===== src/rtl/clock_time_controller.sv =====
// HH:MM:SS BCD time keeper with 1 Hz prescaler and a two-button set-hour/set-minute mode FSM.
// The mode output is the raw FSM state, so checkers can bind to it directly.
module clock_time_controller #(
    parameter int TICK_DIV = 50_000_000
) (
    input  logic       clk,
    input  logic       reset,
    input  logic       btn_mode,
    input  logic       btn_inc,
    output logic [3:0] sec_u,
    output logic [3:0] sec_t,
    output logic [3:0] min_u,
    output logic [3:0] min_t,
    output logic [3:0] hr_u,
    output logic [3:0] hr_t,
    output logic [1:0] mode,
    output logic       blink,
    output logic       tick
);

    localparam int PW = $clog2(TICK_DIV);
    localparam logic [PW-1:0] PRESC_MAX = PW'(TICK_DIV - 1);

    typedef enum logic [1:0] {
        ST_RUN      = 2'b00,
        ST_SET_HOUR = 2'b01,
        ST_SET_MIN  = 2'b10
    } state_t;

    state_t        r_state, w_state_next;
    logic [PW-1:0] r_presc, w_presc_next;
    logic          r_mode_prev, r_inc_prev;
    logic          r_blink, w_blink_next;
    logic          r_tick;
    logic [3:0]    r_sec_u, r_sec_t, r_min_u, r_min_t, r_hr_u, r_hr_t;
    logic [3:0]    w_sec_u_n, w_sec_t_n, w_min_u_n, w_min_t_n, w_hr_u_n, w_hr_t_n;
    logic          w_press_mode, w_press_inc, w_tick_now;
    logic          w_min_inc, w_hr_inc;

    assign w_press_mode = btn_mode & ~r_mode_prev;
    assign w_press_inc  = btn_inc & ~r_inc_prev;
    assign w_tick_now   = (r_presc == PRESC_MAX);

    always_comb begin
        w_state_next = r_state;
        if (w_press_mode) begin
            case (r_state)
                ST_RUN:      w_state_next = ST_SET_HOUR;
                ST_SET_HOUR: w_state_next = ST_SET_MIN;
                default:     w_state_next = ST_RUN;
            endcase
        end
    end

    // Leaving SET_MIN restarts the second so the user's set time starts on a full second.
    always_comb begin
        w_presc_next = r_presc + PW'(1);
        if (w_tick_now || (r_state == ST_SET_MIN && w_press_mode)) begin
            w_presc_next = '0;
        end
    end

    always_comb begin
        w_blink_next = r_blink;
        if (w_state_next == ST_RUN) begin
            w_blink_next = 1'b0;
        end else if (w_state_next != r_state) begin
            w_blink_next = 1'b1;
        end else if (w_tick_now) begin
            w_blink_next = ~r_blink;
        end
    end

    // Digit chain: the minute carry only ripples into hours while running.
    always_comb begin
        w_sec_u_n = r_sec_u;
        w_sec_t_n = r_sec_t;
        w_min_u_n = r_min_u;
        w_min_t_n = r_min_t;
        w_hr_u_n  = r_hr_u;
        w_hr_t_n  = r_hr_t;
        w_min_inc = 1'b0;
        w_hr_inc  = 1'b0;
        case (r_state)
            ST_RUN: begin
                if (w_tick_now) begin
                    if (r_sec_u != 4'd9) begin
                        w_sec_u_n = r_sec_u + 4'd1;
                    end else begin
                        w_sec_u_n = 4'd0;
                        if (r_sec_t != 4'd5) begin
                            w_sec_t_n = r_sec_t + 4'd1;
                        end else begin
                            w_sec_t_n = 4'd0;
                            w_min_inc = 1'b1;
                        end
                    end
                end
            end
            ST_SET_HOUR: w_hr_inc = w_press_inc & ~w_press_mode;
            ST_SET_MIN: begin
                if (w_press_mode) begin
                    w_sec_u_n = 4'd0;
                    w_sec_t_n = 4'd0;
                end else begin
                    w_min_inc = w_press_inc;
                end
            end
            default: ;
        endcase
        if (w_min_inc) begin
            if (r_min_u != 4'd9) begin
                w_min_u_n = r_min_u + 4'd1;
            end else begin
                w_min_u_n = 4'd0;
                if (r_min_t != 4'd5) begin
                    w_min_t_n = r_min_t + 4'd1;
                end else begin
                    w_min_t_n = 4'd0;
                    w_hr_inc  = (r_state == ST_RUN);
                end
            end
        end
        if (w_hr_inc) begin
            if (r_hr_t == 4'd2 && r_hr_u == 4'd3) begin
                w_hr_u_n = 4'd0;
                w_hr_t_n = 4'd0;
            end else if (r_hr_u == 4'd9) begin
                w_hr_u_n = 4'd0;
                w_hr_t_n = r_hr_t + 4'd1;
            end else begin
                w_hr_u_n = r_hr_u + 4'd1;
            end
        end
    end

    always_ff @(posedge clk) begin
        if (!reset) begin
            r_state     <= ST_RUN;
            r_presc     <= '0;
            r_mode_prev <= 1'b0;
            r_inc_prev  <= 1'b0;
            r_blink     <= 1'b0;
            r_tick      <= 1'b0;
            r_sec_u     <= 4'd0;
            r_sec_t     <= 4'd0;
            r_min_u     <= 4'd0;
            r_min_t     <= 4'd0;
            r_hr_u      <= 4'd0;
            r_hr_t      <= 4'd0;
        end else begin
            r_state     <= w_state_next;
            r_presc     <= w_presc_next;
            r_mode_prev <= btn_mode;
            r_inc_prev  <= btn_inc;
            r_blink     <= w_blink_next;
            r_tick      <= w_tick_now;
            r_sec_u     <= w_sec_u_n;
            r_sec_t     <= w_sec_t_n;
            r_min_u     <= w_min_u_n;
            r_min_t     <= w_min_t_n;
            r_hr_u      <= w_hr_u_n;
            r_hr_t      <= w_hr_t_n;
        end
    end

    assign sec_u = r_sec_u;
    assign sec_t = r_sec_t;
    assign min_u = r_min_u;
    assign min_t = r_min_t;
    assign hr_u  = r_hr_u;
    assign hr_t  = r_hr_t;
    assign mode  = r_state;
    assign blink = r_blink;
    assign tick  = r_tick;

endmodule

===== config.mk =====
export PLATFORM = sky130hd
export DESIGN_NAME = clock_time_controller
export DESIGN_NICKNAME = d
export VERILOG_FILES = /design/src/rtl/clock_time_controller.sv
export SDC_FILE = /design/constraint.sdc
export NUM_CORES = 1
export LEC_CHECK = 0
export CORE_ASPECT_RATIO = 1.1
export CORE_MARGIN = 2
export CORE_UTILIZATION = 45
export CTS_BUF_LIST = sky130_fd_sc_hd__clkbuf_16
export DETAILED_ROUTE_END_ITERATION = 8
export GPL_ROUTABILITY_DRIVEN = 0
export PLACE_DENSITY_LB_ADDON = 0.1
export SKIP_LAST_GASP = 1
export SLEW_MARGIN = 20
export SYNTH_ARGS = -nofsm -noshare
export SYNTH_HDL_FRONTEND = slang
export SYNTH_SLANG_ARGS = --single-unit

===== constraint.sdc =====
create_clock -name clk -period 2.95 [get_ports clk]
set_clock_uncertainty 0.1 [all_clocks]
set_input_delay 0.59 -clock clk [delete_from_list [all_inputs] [get_ports clk]]
set_output_delay 0.59 -clock clk [all_outputs]
set_load 0.1 [all_outputs]

==> metrics.md <==
| Metric | Value |
|---|---|
| DR vias/cell | `5.59` |
| Synthesized instance count | `368` |
| Status | `complete, no violations` |
| First-pass DRT Iterations | `4` |
| Critical R2R Launch | `r_presc[12]$_SDFF_PP0_` |
| Initial antenna violation count | `0` |
| Cell area after synthesis | `just over 3000 µm²` |
| # hold bufs at CTS | `0` |
| Drt total wl | `6950 µm` |
| Fin crit period | `between 2000 and 2500 ps` |
| Boundary Pins | `32` |
| Top cells by area, synth | `dfxtp_1, nor2_1, nand2_1` |
| First-pass GRT wire length | `11900 µm` |
| Syn avg cell area | `8.37 µm²` |
| # Post-CTS Setup Buffers | `0` |
| Gate power share | `7.1%` |
| Flop-to-flop setup slack | `approximately 710 ps` |
| Drt drc | `0` |
| Clock Path Buffers | `2` |
| Setup tns final | `0 ps` |
| Synth Flop Type | `dfxtp_1` |
| Largest net degree at the start of global routing | `27` |
| R2r endpoint | `min_t[2]$_SDFFE_PN0P_` |
| Final setup vio count | `0` |
| Routed Antenna Nets | `0` |
| Chip height | `between 90 and 100 µm` |
| Initial core utilization | `46.7%` |
| CP Max Fanout | `6` |
| CP Class | `register to register` |
| Fin nets | `414` |
| Register bit total from synthesis | `56` |
| Max Freq | `446 MHz` |
| Num rows | `31` |
| Post-synthesis sequential area ratio | `a little over a third` |
| Die Wd | `82.9 µm` |
| NetSw | `350 µW` |
| Crit end category | `register` |
| Initial DRC count | `157` |
| Worst-Margin Slew | `574 ps` |
| Sw Ratio | `24.1%` |
| Inst Count DP | `476` |
| Antenna cell count | `0` |
| Reg2reg path depth | `5` |
| CTS tree | `built` |
| Hold worst-path end | `r_presc[0]$_SDFF_PP0_` |
| Final period util | `76.0%` |
| Htree depth | `2` |
| TritonCTS buffer count | `5` |
| VDD IR max | `about 0.00019 V` |
| GR Util All Layers | `a little under a fifth` |
| Post-synth ARST share | `0%` |
| Clock latency on the worst-skew pair | `290 ps` |
| Hold Vio Cnt, Final | `0` |
| Overall power | `1.45 mW` |
| Filler Cell Count | `approximately 630` |
| Port Buffers | `31` |
| Share of layout cells above drive strength 1 | `between 10% and 20%` |
| Hold_sp | `r_presc[0]$_SDFF_PP0_` |
| Hold Path Depth | `1` |
| Max_cap viols | `0` |
| CTS sink count | `56` |
| Area leader, netlist | `dfxtp_1` |
| Critical Path AT | `2310 ps` |
| Hold WC Path Type | `register to register` |
| Slew Limit Fails | `0` |
| Post-synth top area share | `36.4%` |
| Clk pwr share | `39.5%` |
| Leakage | `around 1.3 nW` |
| Wire per inst | `between 10 and 15 µm` |
| WP data required | `3020 ps` |
| Dpl hpwl | `5000 µm` |
| Most frequent cells in the layout | `dfxtp_1, nor2_1, nand2_1` |
| P per Cell Area | `409 nW/µm²` |
| Core area | `approximately 6600 µm²` |
| Synth warnings | `0` |
| Post-synth net total | `381` |
| Vias in the first global route | `2551` |
| Number of synthesized flops with an enable pin | `0` |
| Root Buffer | `clkbuf_16` |
| Final Non-Filler Cells | `484` |
| Overflow after GRT | `0` |
| Synth cell types | `63` |
| Flop pwr share | `53.4%` |
| P_int | `~1.1 mW` |
| Clock Pin Slew Worst Setup and Hold Paths | `about 70 ps` |
| Crit path launch type | `register` |
| Area grow syn2layout | `15.3%` |
| Worst hold margin | `approximately 370 ps` |
| Commonest non-fill, non-tap cell in the layout | `dfxtp_1` |
| Post-CTS Resized | `0` |
| RSZ-0062 raised after global routing | `no` |
| DR vias | `2705` |
| Die ar. | `7530 µm²` |
| Normalized max-slew margin | `61.5%` |
==> kinds of logic after synthesis <==
| family | synth area share [%] |
|---|---|
| fa+ha+maj | 3.65 |
| xor+xnor | 6.82 |
| flops | 36.4 |
| compound gates | 10.8 |
| mux | 3.94 |
| buf+inv | 3.33 |
| simple gates | 35.1 |
==> how the worst max path moves through the flow <==
stage	cells after the start	end	slack, ps	from
floorplan	6	min_u[3]$_SDFFE_PN0P_	210	sec_t[0]$_SDFFE_PN0P_
global placement	5	min_t[2]$_SDFFE_PN0P_	560	btn_inc
detailed placement	5	min_t[2]$_SDFFE_PN0P_	460	btn_inc
CTS	5	min_t[2]$_SDFFE_PN0P_	710	r_presc[12]$_SDFF_PP0_
global route	5	min_t[2]$_SDFFE_PN0P_	440	r_presc[12]$_SDFF_PP0_
finish	5	min_t[2]$_SDFFE_PN0P_	710	r_presc[12]$_SDFF_PP0_
==> Yosys cell counts, drive strengths merged, types with 11 or more instances <==
cell	number
dfxtp	56
nand2	42
inv	13
mux2i	11
o21ai	11
nor2	47
xnor2	15
nand3	23
a21oi	13
nand4	12
==> state kept, by name, indices dropped and copies added (netlist names), 2 cells and up <==
signal and cells:
r_presc 26, hr_t 4, hr_u 4, min_t 4, min_u 4, sec_t 4, sec_u 4, mode 2
==> power by group through the flow <==
| stage | Sequential (mW) | Clock, mW | Combinational [mW] |
|---|---|---|---|
| after floorplan | 0.819 | 0 | 0.0489 |
| after global placement | 0.793 | 0 | 0.103 |
| after detailed placement | 0.793 | 0 | 0.103 |
| after CTS | 0.776 | 0.585 | 0.104 |
| after global routing | 0.777 | 0.621 | 0.111 |
| final | 0.776 | 0.574 | 0.103 |
==> critical path: stages, from the launching register on <==
cell,delay [ps]
dfxtp_1,410
nand4_1,290
nor4_1,460
nand2_1,220
a2111oi_0,490
o22ai_1,160
==> metrics by stage <==
step | area, µm² | utilization (%) | setup WS [ps]
after detailed placement | 3420 | 51.8 | 462
after global routing | 3550 | 53.9 | 439
after global placement | 3420 | 51.8 | 557
after CTS | 3550 | 53.9 | 707
after floorplan | 3080 | - | 211
final | 3550 | 53.9 | 708
==> cell type report <==
| type | count | area (µm²) | area share (%) |
|---|---|---|---|
| multi-input cells | 288 | 1860 | 52.3 |
| well taps | 82 | 103 | 2.89 |
| clock buffers | 5 | 125 | 3.52 |
| flip-flops and latches | 56 | 1120 | 31.6 |
| inverters | 13 | 48.8 | 1.37 |
| clock inverters | 3 | 11.3 | 0.317 |
| repair buffers | 37 | 285 | 8.03 |
==> layer usage <==
layer  part of all wire, %  global-route usage, %
met1                    47                   24.0
met2                    49                   32.2
met3                   3.2                   3.20
met4                   1.1                   4.78
met5                     0                      0
Power figures use the tool's default switching activity.
